`src/rtl/amiga_cas_ctl_if.sv`:
```
// Bus bundle between the motherboard glue and the chip-RAM CAS controller.
// Active-low board signals keep an _n suffix; the master side drives CPU/DMA
// inputs, the slave side (the controller) drives CAS, buffer and ROM strobes.
interface amiga_cas_ctl_if #(
    parameter int unsigned BANKS  = 2,
    parameter int unsigned ADDR_W = 24
);
    logic [ADDR_W-1:0] a;
    logic              prw_n;
    logic              uds_n;
    logic              lds_n;
    logic              re_n;
    logic              rgae_n;
    logic              rome_n;
    logic              dae_n;
    logic              arw_n;
    logic              ovl_clr;

    logic [BANKS-1:0]  ucen;
    logic [BANKS-1:0]  lcen;
    logic              rrw_n;
    logic              cdr_n;
    logic              cdw_n;
    logic              rom01_n;
    logic              cack_n;
    logic              busy;

    modport master (
        output a, prw_n, uds_n, lds_n, re_n, rgae_n, rome_n, dae_n, arw_n, ovl_clr,
        input  ucen, lcen, rrw_n, cdr_n, cdw_n, rom01_n, cack_n, busy
    );

    modport slave (
        input  a, prw_n, uds_n, lds_n, re_n, rgae_n, rome_n, dae_n, arw_n, ovl_clr,
        output ucen, lcen, rrw_n, cdr_n, cdw_n, rom01_n, cack_n, busy
    );
endinterface

```
`src/rtl/amiga_cas_ctl.sv`:
```
// Registered chip-RAM CAS / CPU data-buffer controller with DMA-first
// arbitration, plus the Kickstart ROM window decode and its boot overlay.
module amiga_cas_ctl #(
    parameter int unsigned BANKS       = 2,
    parameter int unsigned BANK_LSB    = 20,
    parameter int unsigned ADDR_W      = 24,
    parameter int unsigned CAS_CYCLES  = 2,
    parameter int unsigned HOLD_CYCLES = 1
) (
    input logic            clk_i,
    input logic            rst_i,
    amiga_cas_ctl_if.slave bus_io
);
    localparam int unsigned BankW  = (BANKS > 1) ? $clog2(BANKS) : 1;
    localparam int unsigned MaxCyc = (CAS_CYCLES > HOLD_CYCLES) ? CAS_CYCLES : HOLD_CYCLES;
    localparam int unsigned CntW   = (MaxCyc > 1) ? $clog2(MaxCyc) : 1;
    localparam logic [CntW-1:0] CasLast  = CntW'(CAS_CYCLES - 1);
    localparam logic [CntW-1:0] HoldLast = CntW'(HOLD_CYCLES - 1);

    typedef enum logic [2:0] {
        StIdle,
        StDmaCas,
        StCpuCas,
        StCpuHold,
        StWaitRel
    } state_e;

    state_e          state_q, state_d;
    logic [CntW-1:0] cnt_q, cnt_d;
    logic [BankW-1:0] bank_q, bank_d;
    logic            uds_q, uds_d;   // latched lane enables, active high
    logic            lds_q, lds_d;
    logic            rw_n_q, rw_n_d; // latched _PRW or _ARW of the cycle owner
    logic            ram_q, ram_d;   // 1: RAM cycle, 0: custom-register cycle
    logic            ovl_q, ovl_d;

    logic [BANKS-1:0] ucen_q, ucen_d;
    logic [BANKS-1:0] lcen_q, lcen_d;
    logic            rrw_n_q, rrw_n_d;
    logic            cdr_n_q, cdr_n_d;
    logic            cdw_n_q, cdw_n_d;
    logic            rom01_n_q, rom01_n_d;
    logic            cack_n_q, cack_n_d;
    logic            busy_q, busy_d;

    logic            cpu_req;
    logic            dma_req;
    logic            strb_idle;
    logic [BankW-1:0] bank_sel;
    logic [1:0]      rom_field;
    logic            unused_a;

    assign cpu_req   = (!bus_io.re_n || !bus_io.rgae_n) && (!bus_io.uds_n || !bus_io.lds_n);
    assign dma_req   = !bus_io.dae_n;
    assign strb_idle = bus_io.uds_n && bus_io.lds_n;
    assign rom_field = bus_io.a[20:19];
    assign unused_a  = ^bus_io.a;

    if (BANKS > 1) begin : g_bank_sel
        assign bank_sel = bus_io.a[BANK_LSB +: BankW];
    end else begin : g_single_bank
        assign bank_sel = '0;
    end

    // Cycle sequencing: arbitration in idle, CAS/hold counting, abort and release.
    always_comb begin
        state_d = state_q;
        cnt_d   = cnt_q;
        bank_d  = bank_q;
        uds_d   = uds_q;
        lds_d   = lds_q;
        rw_n_d  = rw_n_q;
        ram_d   = ram_q;
        unique case (state_q)
            StIdle: begin
                if (dma_req) begin
                    state_d = StDmaCas;
                    bank_d  = bank_sel;
                    uds_d   = 1'b1;
                    lds_d   = 1'b1;
                    rw_n_d  = bus_io.arw_n;
                    ram_d   = 1'b1;
                end else if (cpu_req) begin
                    state_d = StCpuCas;
                    cnt_d   = '0;
                    bank_d  = bank_sel;
                    uds_d   = !bus_io.uds_n;
                    lds_d   = !bus_io.lds_n;
                    rw_n_d  = bus_io.prw_n;
                    ram_d   = !bus_io.re_n;
                end
            end
            StDmaCas: begin
                if (bus_io.dae_n) begin
                    state_d = StIdle;
                end
            end
            StCpuCas: begin
                if (strb_idle) begin
                    state_d = StIdle;
                end else if (cnt_q == CasLast) begin
                    state_d = StCpuHold;
                    cnt_d   = '0;
                end else begin
                    cnt_d = cnt_q + CntW'(1);
                end
            end
            StCpuHold: begin
                // Acknowledge was already given in the last hold clock, so a
                // release seen there completes normally through WAIT_REL.
                if (cnt_q == HoldLast) begin
                    state_d = StWaitRel;
                end else if (strb_idle) begin
                    state_d = StIdle;
                end else begin
                    cnt_d = cnt_q + CntW'(1);
                end
            end
            StWaitRel: begin
                if (strb_idle) begin
                    state_d = StIdle;
                end
            end
            default: state_d = StIdle;
        endcase
    end

    // Registered outputs derived from the state being entered and its latched context.
    always_comb begin
        ucen_d   = '0;
        lcen_d   = '0;
        rrw_n_d  = 1'b1;
        cdr_n_d  = 1'b1;
        cdw_n_d  = 1'b1;
        cack_n_d = !(state_d == StCpuHold && cnt_d == HoldLast);
        busy_d   = (state_d != StIdle);
        unique case (state_d)
            StDmaCas: begin
                ucen_d[bank_d] = 1'b1;
                lcen_d[bank_d] = 1'b1;
                rrw_n_d        = rw_n_d;
            end
            StCpuCas: begin
                if (ram_d) begin
                    ucen_d[bank_d] = uds_d;
                    lcen_d[bank_d] = lds_d;
                    rrw_n_d        = rw_n_d;
                end
            end
            default: ;
        endcase
        if (state_d == StCpuCas || state_d == StCpuHold || state_d == StWaitRel) begin
            cdr_n_d = !rw_n_d;
            cdw_n_d = rw_n_d;
        end
    end

    // ROM window decode runs every clock; the overlay maps ROM at the bottom after reset.
    always_comb begin
        ovl_d     = ovl_q & ~bus_io.ovl_clr;
        rom01_n_d = !(!bus_io.rome_n && bus_io.prw_n &&
                      (rom_field == 2'b11 || (ovl_q && rom_field == 2'b00)));
    end

    // State and output registers; reset forces every strobe inactive at once.
    always_ff @(posedge clk_i or posedge rst_i) begin
        if (rst_i) begin
            state_q   <= StIdle;
            cnt_q     <= '0;
            bank_q    <= '0;
            uds_q     <= 1'b0;
            lds_q     <= 1'b0;
            rw_n_q    <= 1'b1;
            ram_q     <= 1'b0;
            ovl_q     <= 1'b1;
            ucen_q    <= '0;
            lcen_q    <= '0;
            rrw_n_q   <= 1'b1;
            cdr_n_q   <= 1'b1;
            cdw_n_q   <= 1'b1;
            rom01_n_q <= 1'b1;
            cack_n_q  <= 1'b1;
            busy_q    <= 1'b0;
        end else begin
            state_q   <= state_d;
            cnt_q     <= cnt_d;
            bank_q    <= bank_d;
            uds_q     <= uds_d;
            lds_q     <= lds_d;
            rw_n_q    <= rw_n_d;
            ram_q     <= ram_d;
            ovl_q     <= ovl_d;
            ucen_q    <= ucen_d;
            lcen_q    <= lcen_d;
            rrw_n_q   <= rrw_n_d;
            cdr_n_q   <= cdr_n_d;
            cdw_n_q   <= cdw_n_d;
            rom01_n_q <= rom01_n_d;
            cack_n_q  <= cack_n_d;
            busy_q    <= busy_d;
        end
    end

    assign bus_io.ucen    = ucen_q;
    assign bus_io.lcen    = lcen_q;
    assign bus_io.rrw_n   = rrw_n_q;
    assign bus_io.cdr_n   = cdr_n_q;
    assign bus_io.cdw_n   = cdw_n_q;
    assign bus_io.rom01_n = rom01_n_q;
    assign bus_io.cack_n  = cack_n_q;
    assign bus_io.busy    = busy_q;
endmodule

```
`src/flat_wrapper.sv`:
```
// flat-port wrapper written by rule: the top's interface ports become plain ports
module amiga_cas_ctl_flat 
#(
    parameter int unsigned BANKS       = 2,
    parameter int unsigned BANK_LSB    = 20,
    parameter int unsigned ADDR_W      = 24,
    parameter int unsigned CAS_CYCLES  = 2,
    parameter int unsigned HOLD_CYCLES = 1
)
  (clk_i, rst_i, bus_io_a, bus_io_prw_n, bus_io_uds_n, bus_io_lds_n, bus_io_re_n, bus_io_rgae_n, bus_io_rome_n, bus_io_dae_n, bus_io_arw_n, bus_io_ovl_clr, bus_io_ucen, bus_io_lcen, bus_io_rrw_n, bus_io_cdr_n, bus_io_cdw_n, bus_io_rom01_n, bus_io_cack_n, bus_io_busy);
  amiga_cas_ctl_if #(.BANKS(BANKS), .ADDR_W(ADDR_W)) bus_io_i ();
  input logic clk_i;
  input logic rst_i;
  input wire logic [$bits(bus_io_i.a)-1:0] bus_io_a;
  input wire logic [$bits(bus_io_i.prw_n)-1:0] bus_io_prw_n;
  input wire logic [$bits(bus_io_i.uds_n)-1:0] bus_io_uds_n;
  input wire logic [$bits(bus_io_i.lds_n)-1:0] bus_io_lds_n;
  input wire logic [$bits(bus_io_i.re_n)-1:0] bus_io_re_n;
  input wire logic [$bits(bus_io_i.rgae_n)-1:0] bus_io_rgae_n;
  input wire logic [$bits(bus_io_i.rome_n)-1:0] bus_io_rome_n;
  input wire logic [$bits(bus_io_i.dae_n)-1:0] bus_io_dae_n;
  input wire logic [$bits(bus_io_i.arw_n)-1:0] bus_io_arw_n;
  input wire logic [$bits(bus_io_i.ovl_clr)-1:0] bus_io_ovl_clr;
  output wire logic [$bits(bus_io_i.ucen)-1:0] bus_io_ucen;
  output wire logic [$bits(bus_io_i.lcen)-1:0] bus_io_lcen;
  output wire logic [$bits(bus_io_i.rrw_n)-1:0] bus_io_rrw_n;
  output wire logic [$bits(bus_io_i.cdr_n)-1:0] bus_io_cdr_n;
  output wire logic [$bits(bus_io_i.cdw_n)-1:0] bus_io_cdw_n;
  output wire logic [$bits(bus_io_i.rom01_n)-1:0] bus_io_rom01_n;
  output wire logic [$bits(bus_io_i.cack_n)-1:0] bus_io_cack_n;
  output wire logic [$bits(bus_io_i.busy)-1:0] bus_io_busy;
  assign bus_io_i.a = bus_io_a;
  assign bus_io_i.prw_n = bus_io_prw_n;
  assign bus_io_i.uds_n = bus_io_uds_n;
  assign bus_io_i.lds_n = bus_io_lds_n;
  assign bus_io_i.re_n = bus_io_re_n;
  assign bus_io_i.rgae_n = bus_io_rgae_n;
  assign bus_io_i.rome_n = bus_io_rome_n;
  assign bus_io_i.dae_n = bus_io_dae_n;
  assign bus_io_i.arw_n = bus_io_arw_n;
  assign bus_io_i.ovl_clr = bus_io_ovl_clr;
  assign bus_io_ucen = bus_io_i.ucen;
  assign bus_io_lcen = bus_io_i.lcen;
  assign bus_io_rrw_n = bus_io_i.rrw_n;
  assign bus_io_cdr_n = bus_io_i.cdr_n;
  assign bus_io_cdw_n = bus_io_i.cdw_n;
  assign bus_io_rom01_n = bus_io_i.rom01_n;
  assign bus_io_cack_n = bus_io_i.cack_n;
  assign bus_io_busy = bus_io_i.busy;
  amiga_cas_ctl #(.BANKS(BANKS), .BANK_LSB(BANK_LSB), .ADDR_W(ADDR_W), .CAS_CYCLES(CAS_CYCLES), .HOLD_CYCLES(HOLD_CYCLES)) u_core (.clk_i(clk_i), .rst_i(rst_i), .bus_io(bus_io_i));
endmodule
```
`config.mk`:
```
export PLATFORM = sky130hd
export DESIGN_NAME = amiga_cas_ctl_flat
export DESIGN_NICKNAME = d
export VERILOG_FILES = /design/src/rtl/amiga_cas_ctl_if.sv /design/src/rtl/amiga_cas_ctl.sv /design/src/flat_wrapper.sv
export SDC_FILE = /design/constraint.sdc
export NUM_CORES = 1
export LEC_CHECK = 0
export BUFFER_PORTS_ARGS = -buffer_cell sky130_fd_sc_hd__buf_2
export CAP_MARGIN = 25
export CORE_MARGIN = 1
export CORE_UTILIZATION = 45
export DETAILED_ROUTE_END_ITERATION = 8
export HOLD_SLACK_MARGIN = 0.05
export PLACE_DENSITY_LB_ADDON = 0.3
export SKIP_CTS_REPAIR_TIMING = 1
export SLEW_MARGIN = 10
export SYNTH_ARGS = -nofsm -noshare
export SYNTH_HDL_FRONTEND = slang
export SYNTH_SLANG_ARGS = --single-unit
```
`constraint.sdc`:
```
create_clock -name clk_i -period 4.4 [get_ports clk_i]
set_input_delay 0.88 -clock clk_i [delete_from_list [all_inputs] [get_ports clk_i]]
set_output_delay 0.88 -clock clk_i [all_outputs]
set_load 0.1 [all_outputs]
```
# [Yosys cells after proc, flatten, opt, wreduce, memory -nomap -nowiden]
# Cells that the tools add are included.
[classes] n_addsub=1 magnitude_cmp=2 eq_ne=9 muxes=40 n_bitwise=5 reduce_logical=23
[op_table] operator="two-way mux 1 bit" count=25
[op_table] operator="two-way mux 3 bit" count=7
[op_table] operator="case mux 3 bit (5 select lines)" count=1
[op_table] operator="equality test 3 x 2 -> 1 bit, second input constant" count=4
[op_table] operator="logical NOT 1 bit" count=8
[op_table] operator="case mux 2 bit (2 select lines)" count=2
[op_table] operator="logical AND 1 bit" count=7
[op_table] operator="equality test 3 x 1 -> 1 bit, second input constant" count=2
[op_table] operator="equality test 3 bit, second input constant" count=2
[op_table] operator="logical OR 1 bit" count=5
[op_table] operator="bitwise AND 2 bit" count=2
[op_table] operator="two-way mux 2 bit" count=2
[op_table] operator="logical NOT 3 bit" count=1
[op_table] operator="case mux 1 bit (3 select lines)" count=1
[op_table] operator="nonzero test 3 bit" count=1
[op_table] operator="equality test 2 bit, second input constant" count=1
[op_table] operator="logical NOT 2 bit" count=1
[op_table] operator="less-than comparator 1 x 2 -> 1 bit, second input constant" count=1
[op_table] operator="NOT 1 bit" count=2
[op_table] operator="case mux 1 bit (2 select lines)" count=1
[op_table] operator="adder 1 bit, second input constant" count=1
[op_table] operator="bitwise AND 1 bit" count=1
[op_table] operator="demux 1 bit (select 1 bit)" count=1
[op_table] operator="greater-or-equal comparator 1 bit, second input constant" count=1
[word_totals] reg_bits=20

# [Depth between registers and ports, before layout]
[depth] word_depth=13 ltp_mapped=7 ltp_nobuf=6

# [Least setup slack after synthesis]
# No wires, ideal clock.
[synth_path] path_type="input to register" from="in bus_io_uds_n" to="reg u_core.lcen_q[0] (netlist: u_core.bus_io.lcen[0])" arrival_ns=1.915 required_ns=4.317 path_slack_ns=2.402 path_stages=6 path_buffers=0 path_cell_list="a22oi_2 -> o21ai_2 -> mux2i_2 -> inv_2 -> or2_0 -> o21ai_0"
[synth_via] elab_chain_len=13 elab_cells_between_ends=29 cone_classes="order compare: 2; eq/ne: 2; mux: 19; bitwise: 1; reduce/logical: 5"
[synth_rtl] element="start: declaration" line_no="flat_wrapper.sv:16" text="input wire logic [$bits(bus_io_i.uds_n)-1:0] bus_io_uds_n;"
[synth_rtl] element="logical NOT 1 bit *" line_no="amiga_cas_ctl.sv:53" text="assign cpu_req = (!bus_io.re_n || !bus_io.rgae_n) && (!bus_io.uds_n || !bus_io.lds_n);"
[synth_rtl] element="logical OR 1 bit *" line_no="amiga_cas_ctl.sv:53"
[synth_rtl] element="logical AND 1 bit *" line_no="amiga_cas_ctl.sv:53"
[synth_rtl] element="two-way mux 1 bit *" line_no="amiga_cas_ctl.sv:83" text="end else if (cpu_req) begin"
[synth_rtl] element="two-way mux 1 bit *" line_no="amiga_cas_ctl.sv:76" text="if (dma_req) begin"
[synth_rtl] element="two-way mux 1 bit *" line_no="amiga_cas_ctl.sv:74" text="unique case (state_q)"
[synth_rtl] element="net u_core.bank_d" line_no="amiga_cas_ctl.sv:30" text="logic [BankW-1:0] bank_q, bank_d;"
[synth_rtl] element="less-than comparator 1 x 2 -> 1 bit (not written as such) / greater-or-equal comparator 1 bit (equally long branches)" line_no="amiga_cas_ctl.sv:140, amiga_cas_ctl.sv:146"
[synth_rtl] element="logical AND 1 bit (not written as such)" line_no="amiga_cas_ctl.sv:140, amiga_cas_ctl.sv:146"
[synth_rtl] element="two-way mux 1 bit (not written as such)" line_no="amiga_cas_ctl.sv:140, amiga_cas_ctl.sv:146"
[synth_rtl] element="demux 1 bit (select 1 bit) *"
[synth_rtl] element="bitwise AND 2 bit (no source line)"
[synth_rtl] element="two-way mux 2 bit" line_no="amiga_cas_ctl.sv:144" text="if (ram_d) begin"
[synth_rtl] element="case mux 2 bit (2 select lines) *" line_no="amiga_cas_ctl.sv:137" text="unique case (state_d)"
[synth_rtl] element="net u_core.lcen_d[0]" line_no="amiga_cas_ctl.sv:38" text="logic [BANKS-1:0] lcen_q, lcen_d;"
[synth_rtl] element="end signal: assignment" line_no="amiga_cas_ctl.sv:194" text="lcen_q <= lcen_d;"
[synth_rtl] element="end: declaration" line_no="amiga_cas_ctl.sv:38"
# Mark *: on every way through the listed nets, which the timed path passes. The rest lies on a longest branch.

# [Final worst setup path]
[layout_path] from="reg u_core.cdr_n_q (netlist: u_core.bus_io.cdr_n)" to="out bus_io_cdr_n"
[layout_rtl] element="start: declaration" line_no="amiga_cas_ctl.sv:40" text="logic cdr_n_q, cdr_n_d;"
[layout_rtl] element="start signal: assignment" line_no="amiga_cas_ctl.sv:196" text="cdr_n_q <= cdr_n_d;"
[layout_rtl] element="end: declaration" line_no="flat_wrapper.sv:27" text="output wire logic [$bits(bus_io_i.cdr_n)-1:0] bus_io_cdr_n;"
# No word-level cell between the ends.

==> flow_metrics.tcl <==
set metrics [dict create \
    critical_path.cell_chain "buf_2" \
    groute.usage.overall_pct 17.8 \
    num_io_pins 45 \
    netlist.area_leader.share_pct 34.9 \
    placement.setup.worst_slack_ns 2.06 \
    setup_ws_ns 2.28 \
    number_of_hold_violations_in_the_final_report 0 \
    pwr_dens_nw_per_um2 824 \
    syn_avg_cell_area_um2 10.8 \
    initial_cell_density_of_the_core_pct 47.5 \
    timing.clock.skew_ns 0.00474 \
    sequentialPowerShare_pct 33.3 \
    filler_cell_count 196 \
    timing.final.setup_violations 0 \
    synth.area.top_cells "sky130_fd_sc_hd__dfrtp_1 (35%), sky130_fd_sc_hd__dfstp_2 (20%), sky130_fd_sc_hd__nand2b_1 (4.0%)" \
    h-tree-depth 1 \
    postRouteWirelength_um 1750 \
    cp_data_required_time_ns 3.52 \
    timing_worst_setup_path_type "flop to output pin" \
    area_growth_syn_to_layout_pct 19.1 \
    routed_wire_length_per_instance_um 12.9 \
    weighted_congestion_reported_at_the_end_of_routability_driven_placement 0.841 \
    place.port_buffers 22 \
    static-leakage-power_nw 0.492 \
    first_global_vias 662 \
    cts_tree "done" \
    place_hpwl_um 1250 \
    final-max-slew-violation-count 0 \
    combinationalPowerShare_pct 50.5 \
    synth_largest_area_cell "sky130_fd_sc_hd__dfrtp_1" \
    total_global_routing_overflow 0 \
    unrepaired_setup_endpoints_after_global_routing "false" \
    ys.warnings.count 0 \
    vdd_drop_max_mv 0.441 \
    postSynthNetCount 121 \
    final_period_minus_worst_setup_slack_ns 2.12 \
    grt_start_max_net_pins 21 \
    fp.dieH_um 47.5 \
    drt_iter0_drc 17 \
    die_width_um 47.5 \
    antenna_cells_inserted 0 \
    synth-seq-area-share_pct 54.6 \
    viasPerCell 5.38 \
    ys_flop_type "sky130_fd_sc_hd__dfrtp_1" \
    cts.sinks 20 \
    core_area_um2 1960 \
    worst_setup_path_end_kind "output pin" \
    clock_power_share_pct 16.2 \
    critPathSlowestCell "sky130_fd_sc_hd__dfstp_2" \
    cts.path.max_buffers 2 \
    synth.lib_cells_used.distinct 35 \
    critical_path_peak_fanout 1 \
    drtAntennaViolNets 0 \
    remaining_max_slew_budget_at_the_tightest_pin_pct 50.3 \
    clk-insertion-delay-late_ns 0.30 \
    fraction_of_layout_cells_with_a_size_suffix_above_1_pct 40.4 \
    path_buf_inv 1 \
    drt_pre_antenna_iters 4 \
    cp.arrival_ns 1.24 \
    crit_family "flip-flops" \
    fin_crit_sh_pct 48.3 \
    drc_errors 0 \
    post_synth_edffs 0 \
    antenna_found_initial 0 \
    netlist_area_um2 932 \
    clk_transition_reported_paths_ns 0.12 \
    synthCells 86 \
    synth-async-reset-ratio_pct 100 \
    grt_pass1_wl_um 2820 \
    floorplan.rows 16 \
    floorplan.die_area_um2 2260 \
    max_freq_mhz 471 \
    cts_made_buffers 3 \
    slowest_delay_ns 0.53 \
    dr_total_vias 732 \
    status "finished, final reports clean" \
    worstSetupStartpointType "flop" \
    finalNetCount 145 \
    synth_register_bits 20 \
    cap_violations 0 \
    holdWs_ns 0.490 \
    hold_path_class "flop to flop" \
    ctsRootBufferMaster "sky130_fd_sc_hd__clkbuf_4" \
    switching_share_pct 48.7 \
    switchingPower_uw 445 \
    internal-power_uw 469 \
    totalNegativeSetupSlack_ns 0 \
    tightest_slew_ns 0.744 \
]
==> layer usage <==
metal | GRT usage [%] | wire [µm] | share of wire (%)
met1 | 21.9 | 794 | 45
met2 | 30.7 | 880 | 50
met3 | 3.02 | 70 | 4.0
met4 | 7.43 | 7 | 0.40
met5 | 0 | 0 | 0
==> worst paths after layout <==
kind | start | endpoint | slack (ns) | depth (start not counted)
setup / recovery | u_core.bus_io.cdr_n | bus_io_cdr_n | 2.28 | 1
setup reg to reg | u_core.state_q[1] | u_core.bus_io.lcen[0] | 2.61 | 6
hold reg to reg | u_core.ovl_q | u_core.ovl_q | 0.49 | 1
min in group asynchronous | rst_i | u_core.state_q[1] | 0.69 | 2
max in group asynchronous | rst_i | u_core.lds_q | 3.24 | 2
hold / removal | u_core.ovl_q | u_core.ovl_q | 0.49 | 1
==> state kept, by name, summed over array words and instances (netlist names) <==
signal and flops:
u_core.state_q 3, u_core.bus_io.lcen 2, u_core.bus_io.ucen 2, u_core.bank_q 1, u_core.bus_io.busy 1, u_core.bus_io.cack_n 1
u_core.bus_io.cdr_n 1, u_core.bus_io.cdw_n 1, u_core.bus_io.rom01_n 1, u_core.bus_io.rrw_n 1, u_core.cnt_q 1, u_core.lds_q 1
u_core.ovl_q 1, u_core.ram_q 1, u_core.rw_n_q 1, u_core.uds_q 1
==> synth_stat cells (all sizes together) (2+ instances only) <==
master	instances
dfstp	7
clkbuf	2
or2	2
nand2b	6
o21ai	7
nand4b	2
nor2	4
o22ai	4
dfrtp	13
a31oi	4
nor3b	3
nand2	8
inv	5
==> layout make-up <==
type | instances | area, µm² | share of cell area [%]
repair buffers | 22 | 110 | 9.92
multi-input cells | 58 | 385 | 34.7
well taps | 27 | 33.8 | 3.04
clock buffers | 3 | 22.5 | 2.03
flip-flops and latches | 20 | 509 | 45.9
clock inverters | 1 | 30.0 | 2.71
inverters | 5 | 18.8 | 1.69
==> cell usage in the layout, fill, tap and decap left out, types with 2 or more instances in the layout <==
master	synthesis	layout
sky130_fd_sc_hd__dfstp_2	7	7
sky130_fd_sc_hd__clkbuf_4	0	3
sky130_fd_sc_hd__dfrtp_1	13	13
sky130_fd_sc_hd__buf_2	0	22
sky130_fd_sc_hd__a31oi_1	4	4
sky130_fd_sc_hd__nor2_1	4	4
sky130_fd_sc_hd__nand4b_1	2	2
sky130_fd_sc_hd__o22ai_1	4	4
sky130_fd_sc_hd__nor3b_1	3	3
sky130_fd_sc_hd__inv_1	4	4
sky130_fd_sc_hd__nand2_1	8	8
sky130_fd_sc_hd__o21ai_0	6	6
sky130_fd_sc_hd__nand2b_1	6	6
==> metrics by stage <==
stage	util, %	cells	cell area [µm²]	total power [mW]
6_report	56.6	136	1110	0.914
5_1_grt	56.6	136	1110	0.975
4_1_cts	56.6	136	1110	0.920
3_5_place_dp	53.9	132	1060	0.768
3_3_place_gp	53.9	132	1060	0.760
2_1_floorplan	-	86	932	0.701
==> power groups by stage <==
stage | registers (mW) | logic, mW | clock network (mW)
after global placement | 0.304 | 0.456 | 0
after floorplan | 0.495 | 0.206 | 0
after global routing | 0.314 | 0.500 | 0.162
final | 0.304 | 0.462 | 0.148
after detailed placement | 0.307 | 0.461 | 0
after CTS | 0.303 | 0.463 | 0.154
==> cells by family (layout without fill, tap and decap cells) <==
logic type	after synthesis	in the layout	share of synthesized area [%]
AO/OA/AOI/OAI	25	25	19.2
buffers and inverters	8	31	4.03
flip-flops	20	20	54.6
multiplexers	1	1	1.48
AND/OR/NAND/NOR	32	32	20.7
No activity file was read; power rests on OpenSTA's default activity.
